$ cat config.mk
export PLATFORM = sky130hd
export DESIGN_NAME = nrisc_alu_seq_flat
export DESIGN_NICKNAME = d
export VERILOG_FILES = /design/src/rtl/nrisc_pkg.sv /design/src/rtl/nrisc_alu_seq_if.sv /design/src/rtl/nrisc_alu_comb.sv /design/src/rtl/nrisc_alu_seq.sv /design/src/flat_wrapper.sv
export SDC_FILE = /design/constraint.sdc
export NUM_CORES = 1
export LEC_CHECK = 0
export BUFFER_PORTS_ARGS = -buffer_cell sky130_fd_sc_hd__buf_4
export CAP_MARGIN = 0
export CELL_PAD_IN_SITES_DETAIL_PLACEMENT = 1
export CELL_PAD_IN_SITES_GLOBAL_PLACEMENT = 1
export CORE_MARGIN = 5
export CORE_UTILIZATION = 35
export CTS_BUF_LIST = sky130_fd_sc_hd__clkbuf_16
export DETAILED_ROUTE_END_ITERATION = 12
export HOLD_SLACK_MARGIN = 0.08
export PLACE_DENSITY = 0.68
export SLEW_MARGIN = 10
export SYNTH_ARGS = -nofsm -noshare
export SYNTH_HDL_FRONTEND = slang
export SYNTH_SLANG_ARGS = --single-unit
$ cat constraint.sdc
create_clock -name i_clock -period 2.47 [get_ports i_clock]
set_input_delay 0.494 -clock i_clock [delete_from_list [all_inputs] [get_ports i_clock]]
set_output_delay 0.494 -clock i_clock [all_outputs]
set_load 0.1 [all_outputs]
$ cat src/rtl/nrisc_pkg.sv
// nrisc_pkg: shared constants for the nRisc ALU stage.
//   WIDTH         datapath width
//   MUL_CYC       multiply iterations (one per operand-B bit)
//   OP_ADD..OP_MUL  3-bit op codes
//   state_t       ALU sequencer states (ST_IDLE, ST_MUL)
package nrisc_pkg;

   localparam int WIDTH   = 8;
   localparam int MUL_CYC = WIDTH;

   localparam logic [2:0] OP_ADD = 3'b000;
   localparam logic [2:0] OP_SUB = 3'b001;
   localparam logic [2:0] OP_AND = 3'b010;
   localparam logic [2:0] OP_OR  = 3'b011;
   localparam logic [2:0] OP_SLT = 3'b100;
   localparam logic [2:0] OP_SLL = 3'b101;
   localparam logic [2:0] OP_SRL = 3'b110;
   localparam logic [2:0] OP_MUL = 3'b111;

   typedef enum logic [0:0] {
      ST_IDLE = 1'b0,
      ST_MUL  = 1'b1
   } state_t;

endpackage

$ cat src/rtl/nrisc_alu_seq_if.sv
// nrisc_alu_seq_if: handshake/operand bus between the control unit and the ALU stage.
//   start, op, a, b                      : control unit -> ALU
//   result, zero, carry, busy, done      : ALU -> control unit
// Modports: master (control unit / testbench), slave (ALU).
interface nrisc_alu_seq_if;
   import nrisc_pkg::*;

   logic             start;
   logic [2:0]       op;
   logic [WIDTH-1:0] a;
   logic [WIDTH-1:0] b;
   logic [WIDTH-1:0] result;
   logic             zero;
   logic             carry;
   logic             busy;
   logic             done;

   modport master (
      output start, op, a, b,
      input  result, zero, carry, busy, done
   );

   modport slave (
      input  start, op, a, b,
      output result, zero, carry, busy, done
   );

endinterface

$ cat src/rtl/nrisc_alu_comb.sv
// nrisc_alu_comb: purely combinational single-cycle ALU operations and flags.
//   i_op      op code (OP_ADD..OP_MUL)
//   i_a, i_b  operands
//   o_result  operation result (0 for OP_MUL; multiply is sequenced elsewhere)
//   o_zero    o_result == 0
//   o_carry   ADD carry-out / SUB borrow; 0 for all other ops
module nrisc_alu_comb
   import nrisc_pkg::*;
(
   input  logic [2:0]       i_op,
   input  logic [WIDTH-1:0] i_a,
   input  logic [WIDTH-1:0] i_b,
   output logic [WIDTH-1:0] o_result,
   output logic             o_zero,
   output logic             o_carry
);

   logic [WIDTH:0] w_sum;

   assign w_sum = {1'b0, i_a} + {1'b0, i_b};

   always_comb begin
      o_result = '0;
      o_carry  = 1'b0;
      case (i_op)
         OP_ADD: {o_carry, o_result} = w_sum;
         OP_SUB: begin
            o_result = i_a - i_b;
            o_carry  = (i_a < i_b);          // unsigned borrow
         end
         OP_AND: o_result = i_a & i_b;
         OP_OR:  o_result = i_a | i_b;
         OP_SLT: o_result = {{(WIDTH-1){1'b0}}, ($signed(i_a) < $signed(i_b))};
         OP_SLL: o_result = i_a << i_b[2:0];
         OP_SRL: o_result = i_a >> i_b[2:0];
         default: begin
            o_result = '0;                   // OP_MUL: handled by the sequencer
            o_carry  = 1'b0;
         end
      endcase
   end

   assign o_zero = (o_result == '0);

endmodule

$ cat src/rtl/nrisc_alu_seq.sv
// nrisc_alu_seq: 8-bit ALU stage with start/busy/done handshake and registered
// result/flags. Single-cycle ops complete on the start edge; MUL is an 8-step
// shift-add sequence.
//   i_clock   rising-edge clock
//   i_reset   synchronous active-high reset
//   io_alu    nrisc_alu_seq_if.slave (start/op/a/b in, result/zero/carry/busy/done out)
// Build option: NRISC_ALU_MUL_EN compiles in the MUL state and shift-add datapath.
// Without it, op 111 completes in one cycle with result=0, zero=1, carry=0.
module nrisc_alu_seq
   import nrisc_pkg::*;
(
   input  logic           i_clock,
   input  logic           i_reset,
   nrisc_alu_seq_if.slave io_alu
);

   logic [WIDTH-1:0] r_result;
   logic             r_zero;
   logic             r_carry;
   logic             r_done;

   logic [WIDTH-1:0] w_res;
   logic             w_zero;
   logic             w_carry;

   nrisc_alu_comb u_comb (
      .i_op     (io_alu.op),
      .i_a      (io_alu.a),
      .i_b      (io_alu.b),
      .o_result (w_res),
      .o_zero   (w_zero),
      .o_carry  (w_carry)
   );

`ifdef NRISC_ALU_MUL_EN
   state_t             r_state;
   logic [2:0]         r_cnt;
   logic [WIDTH-1:0]   r_a;
   logic [WIDTH-1:0]   r_b;
   logic [2*WIDTH-1:0] r_acc;
   logic               r_busy;
   logic [2*WIDTH-1:0] w_acc_next;

   // Partial product for the current multiplier bit; the final step's sum
   // is used directly so result/carry land on the same edge as done.
   assign w_acc_next = r_acc + (r_b[r_cnt] ? ({{WIDTH{1'b0}}, r_a} << r_cnt)
                                           : {(2*WIDTH){1'b0}});

   always_ff @(posedge i_clock) begin
      if (i_reset) begin
         r_state  <= ST_IDLE;
         r_cnt    <= '0;
         r_a      <= '0;
         r_b      <= '0;
         r_acc    <= '0;
         r_busy   <= 1'b0;
         r_result <= '0;
         r_zero   <= 1'b1;
         r_carry  <= 1'b0;
         r_done   <= 1'b0;
      end else begin
         r_done <= 1'b0;
         case (r_state)
            ST_IDLE: begin
               if (io_alu.start) begin
                  if (io_alu.op == OP_MUL) begin
                     r_a     <= io_alu.a;
                     r_b     <= io_alu.b;
                     r_acc   <= '0;
                     r_cnt   <= '0;
                     r_busy  <= 1'b1;
                     r_state <= ST_MUL;
                  end else begin
                     r_result <= w_res;
                     r_zero   <= w_zero;
                     r_carry  <= w_carry;
                     r_done   <= 1'b1;
                  end
               end
            end
            ST_MUL: begin
               r_acc <= w_acc_next;
               r_cnt <= r_cnt + 3'd1;
               if (r_cnt == 3'(MUL_CYC - 1)) begin
                  r_result <= w_acc_next[WIDTH-1:0];
                  r_zero   <= (w_acc_next[WIDTH-1:0] == '0);
                  r_carry  <= |w_acc_next[2*WIDTH-1:WIDTH];
                  r_busy   <= 1'b0;
                  r_done   <= 1'b1;
                  r_state  <= ST_IDLE;
               end
            end
            default: r_state <= ST_IDLE;
         endcase
      end
   end

   assign io_alu.busy = r_busy;
`else
   // Always idle: every start completes on its own edge.
   always_ff @(posedge i_clock) begin
      if (i_reset) begin
         r_result <= '0;
         r_zero   <= 1'b1;
         r_carry  <= 1'b0;
         r_done   <= 1'b0;
      end else begin
         r_done <= io_alu.start;
         if (io_alu.start) begin
            r_result <= w_res;
            r_zero   <= w_zero;
            r_carry  <= w_carry;
         end
      end
   end

   assign io_alu.busy = 1'b0;
`endif

   assign io_alu.result = r_result;
   assign io_alu.zero   = r_zero;
   assign io_alu.carry  = r_carry;
   assign io_alu.done   = r_done;

endmodule

$ cat src/flat_wrapper.sv
// flat-port wrapper written by rule: the top's interface ports become plain ports
module nrisc_alu_seq_flat import nrisc_pkg::*;
  (i_clock, i_reset, io_alu_start, io_alu_op, io_alu_a, io_alu_b, io_alu_result, io_alu_zero, io_alu_carry, io_alu_busy, io_alu_done);
  nrisc_alu_seq_if io_alu_i ();
  input  logic i_clock;
  input  logic i_reset;
  input wire logic [$bits(io_alu_i.start)-1:0] io_alu_start;
  input wire logic [$bits(io_alu_i.op)-1:0] io_alu_op;
  input wire logic [$bits(io_alu_i.a)-1:0] io_alu_a;
  input wire logic [$bits(io_alu_i.b)-1:0] io_alu_b;
  output wire logic [$bits(io_alu_i.result)-1:0] io_alu_result;
  output wire logic [$bits(io_alu_i.zero)-1:0] io_alu_zero;
  output wire logic [$bits(io_alu_i.carry)-1:0] io_alu_carry;
  output wire logic [$bits(io_alu_i.busy)-1:0] io_alu_busy;
  output wire logic [$bits(io_alu_i.done)-1:0] io_alu_done;
  assign io_alu_i.start = io_alu_start;
  assign io_alu_i.op = io_alu_op;
  assign io_alu_i.a = io_alu_a;
  assign io_alu_i.b = io_alu_b;
  assign io_alu_result = io_alu_i.result;
  assign io_alu_zero = io_alu_i.zero;
  assign io_alu_carry = io_alu_i.carry;
  assign io_alu_busy = io_alu_i.busy;
  assign io_alu_done = io_alu_i.done;
  nrisc_alu_seq u_core (.i_clock(i_clock), .i_reset(i_reset), .io_alu(io_alu_i));
endmodule
==> flow_summary.ini <==
[global_routing]
overflow = 0
track_usage_pct = 18.93
grt_pass1_wl_um = 11260
grt_start_max_net_pins = 26
antenna_found_initial = 0
grt_pass1_vias = 2286

[drt]
dr_wl_met3_um = 204
wl_met1_um = 3104
drt-initial-drc-count = 156
route.met2.wl_um = 3367
drcViolationCount = 0
drt_wl_total_um = 6841
viasPerCell = 5.381
wl_per_cell_um = 16.81
vias = 2190
first_pass_iters = 4
highest_layer = met4
ant_nets = 0

[yosys]
syn_inst = 257
synth_edf_count = 0
ys_top_cells_by_area = ha_1 16%, dfxtp_1 11%, a211oi_1 4.7%
ys_seq_area_share_pct = 10.71
synth_area_um2 = 2056
synth_warnings = 0
synthTopCellsByCount = 27 x ha_1, 24 x inv_1, 24 x nor2_1
synth_top_cell_area_share_pct = 16.43
synth.distinct_cells = 57
async_flop_share_pct = 0
synth-seq-cells = 11
syn_avg_cell_area_um2 = 7.999
syn_nets = 308
synth.most_common_cell = ha_1
dominantRegCellSynth = dfxtp_1
synth_top_cell_by_area = ha_1

[power]
powerDensity_nw_per_um2 = 387.5
finalPower_mw = 1.102
vdd_drop_max_mv = 0.3482
power.leakage_nw = 1.373

[layout]
diodes = 0
synthToLayoutAreaGrowth_pct = 38.28
final_layout_size_suffix_gt1_share_pct = 34.34
register_area_um2 = 220.2
postLayoutCellArea_um2 = 2843
nets = 384
multiInputGateArea_um2 = 1687
nFillCells = 742
fin_util_pct = 48.88

[sta]
fmax_ghz = 0.4228
worst_slack_ns = 0.1048
fin_skew_ns = 0
hold_viol = 0
setup_viol_count_final = 0
min_period_ns = 2.365
slew_headroom_pct = 66.73
slew_violations = 0
finalCritPeriodShare_pct = 95.76
tightest_slew_ns = 0.4939

[floorplanning]
core.rowCount = 28
start_util_pct = 35.35
fp.dieH_um = 86.64
io_pins = 34
core_area_um2 = 5816
fp.dieArea_um2 = 7506
die_x_um = 86.64

[min_path]
holdPathStages = 2
hold_path_class = reg -> reg

[clock_network]
clk_latency_ns = 0.24
postCtsSetupBuffers = 0
cts-buffers-inserted = 3
hold_buffers = 0
cts_resized = 0
cts_root_buffer = clkbuf_16
clk_path_buf_depth = 2
clk_pin_slew_worst_paths_ns = 0.04
tritoncts = yes
cts_htree_levels = 1
cts_sinks = 11

[placement]
dp_slack_ns = -0.1693
postPlaceCellArea_um2 = 2705
io_buffers = 32
dp_hpwl_um = 5764
gp_congestion = 0.8870

[setup_path]
worst-path-max-fanout = 3
crit_type = in -> reg
cp-startpoint = io_alu_a[0]
reg2reg_depth = 2
crit_end = u_core.io_alu.zero
cp-end-kind = register
ff2ff_setup_slack_ns = 1.70
cp_data_arrival_time_ns = 2.50
rr_endpoint = u_core.io_alu.zero
crit-reg2reg-launch = u_core.io_alu.zero
worstPathRequired_ns = 2.60
start_kind = primary input

[job]
maxCapViolations = 0

[run_status]
outcome = complete, no violations
layout by cell type (no fill, tap or decap), types with 4 or more instances in the layout:
master,netlist,final
a211oi_1,13,10
a21o_1,5,5
a21oi_1,17,17
buf_4,3,86
dfxtp_1,11,11
ha_1,27,27
inv_1,24,25
mux2i_1,7,7
mux4_2,4,4
nand2_1,19,19
nand2b_1,4,4
nand3_1,5,5
nand4_1,4,4
nor2_1,24,24
nor3_1,8,8
o211ai_1,6,6
o21ai_0,8,7
flip-flops by register name, indices dropped and copies added, names as in the netlist:
register / flops
u_core.io_alu.carry: 1
u_core.io_alu.done: 1
u_core.io_alu.zero: 1
u_core.io_alu.result: 8
cell families after synthesis:
family / after synthesis / synth area share (%)
other: 1 / 0.1824
and+or+nand+nor: 81 / 19.72
muxes: 15 / 12.17
AOI/OAI and AO/OA: 72 / 26.17
DFF: 11 / 10.71
buffers and inverters: 42 / 10.10
adders and majority gates: 29 / 18.38
xor gates and xnor gates: 6 / 2.557
through the flow:
step           setup TNS [ns]  hold WS (ns)  cells
6_report                    0        0.4848    407
3_3_place_gp          -0.2492        0.4755    403
5_1_grt              -0.02969        0.5011    407
3_5_place_dp          -0.6371        0.4799    403
2_1_floorplan               0        0.5720    257
4_1_cts                     0        0.4854    407
power by group:
group	internal, mW	switching (mW)	leakage, nW
registers	0.192	0.00602	0.0911
clock network	0.212	0.0790	0.0423
logic	0.253	0.360	1.24
routing by layer:
layer  GRT usage [%]  vias to the layer above
met2           33.66                       54
met3           1.236                       15
met4           6.516                        0
li1                -                     1089
met5               0                        -
met1           24.05                     1032
worst min path at each step:
| stage | start | endpoint | slack (ns) |
|---|---|---|---|
| 2_1_floorplan | i_reset | u_core.io_alu.done | 0.57 |
| 3_3_place_gp | u_core.io_alu.result[0] | u_core.io_alu.result[0] | 0.48 |
| 3_5_place_dp | u_core.io_alu.result[2] | u_core.io_alu.result[2] | 0.48 |
| 4_1_cts | u_core.io_alu.result[2] | u_core.io_alu.result[2] | 0.49 |
| 5_1_grt | u_core.io_alu.result[2] | u_core.io_alu.result[2] | 0.50 |
| 6_report | u_core.io_alu.result[2] | u_core.io_alu.result[2] | 0.48 |
cell type report:
cell class                      instances  area share (%)
Multi-Input combinational cell        204           59.33
Timing Repair Buffer                   87           23.42
Sequential cell                        11           7.746
Inverter                               26           3.433
Tap cell                               75           3.301
Clock buffer                            3           2.641
Clock inverter                          1          0.1320
worst max-delay path, cell delays in order:
cell,delay [ns]
buf_4,0.09
inv_1,0.05
ha_1,0.20
fa_1,0.41
o21bai_1,0.25
a21oi_1,0.10
mux2i_1,0.18
xnor2_1,0.17
a21oi_1,0.13
and3_1,0.18
a41o_1,0.23
Note: power is estimated with default switching activity, not from simulation.
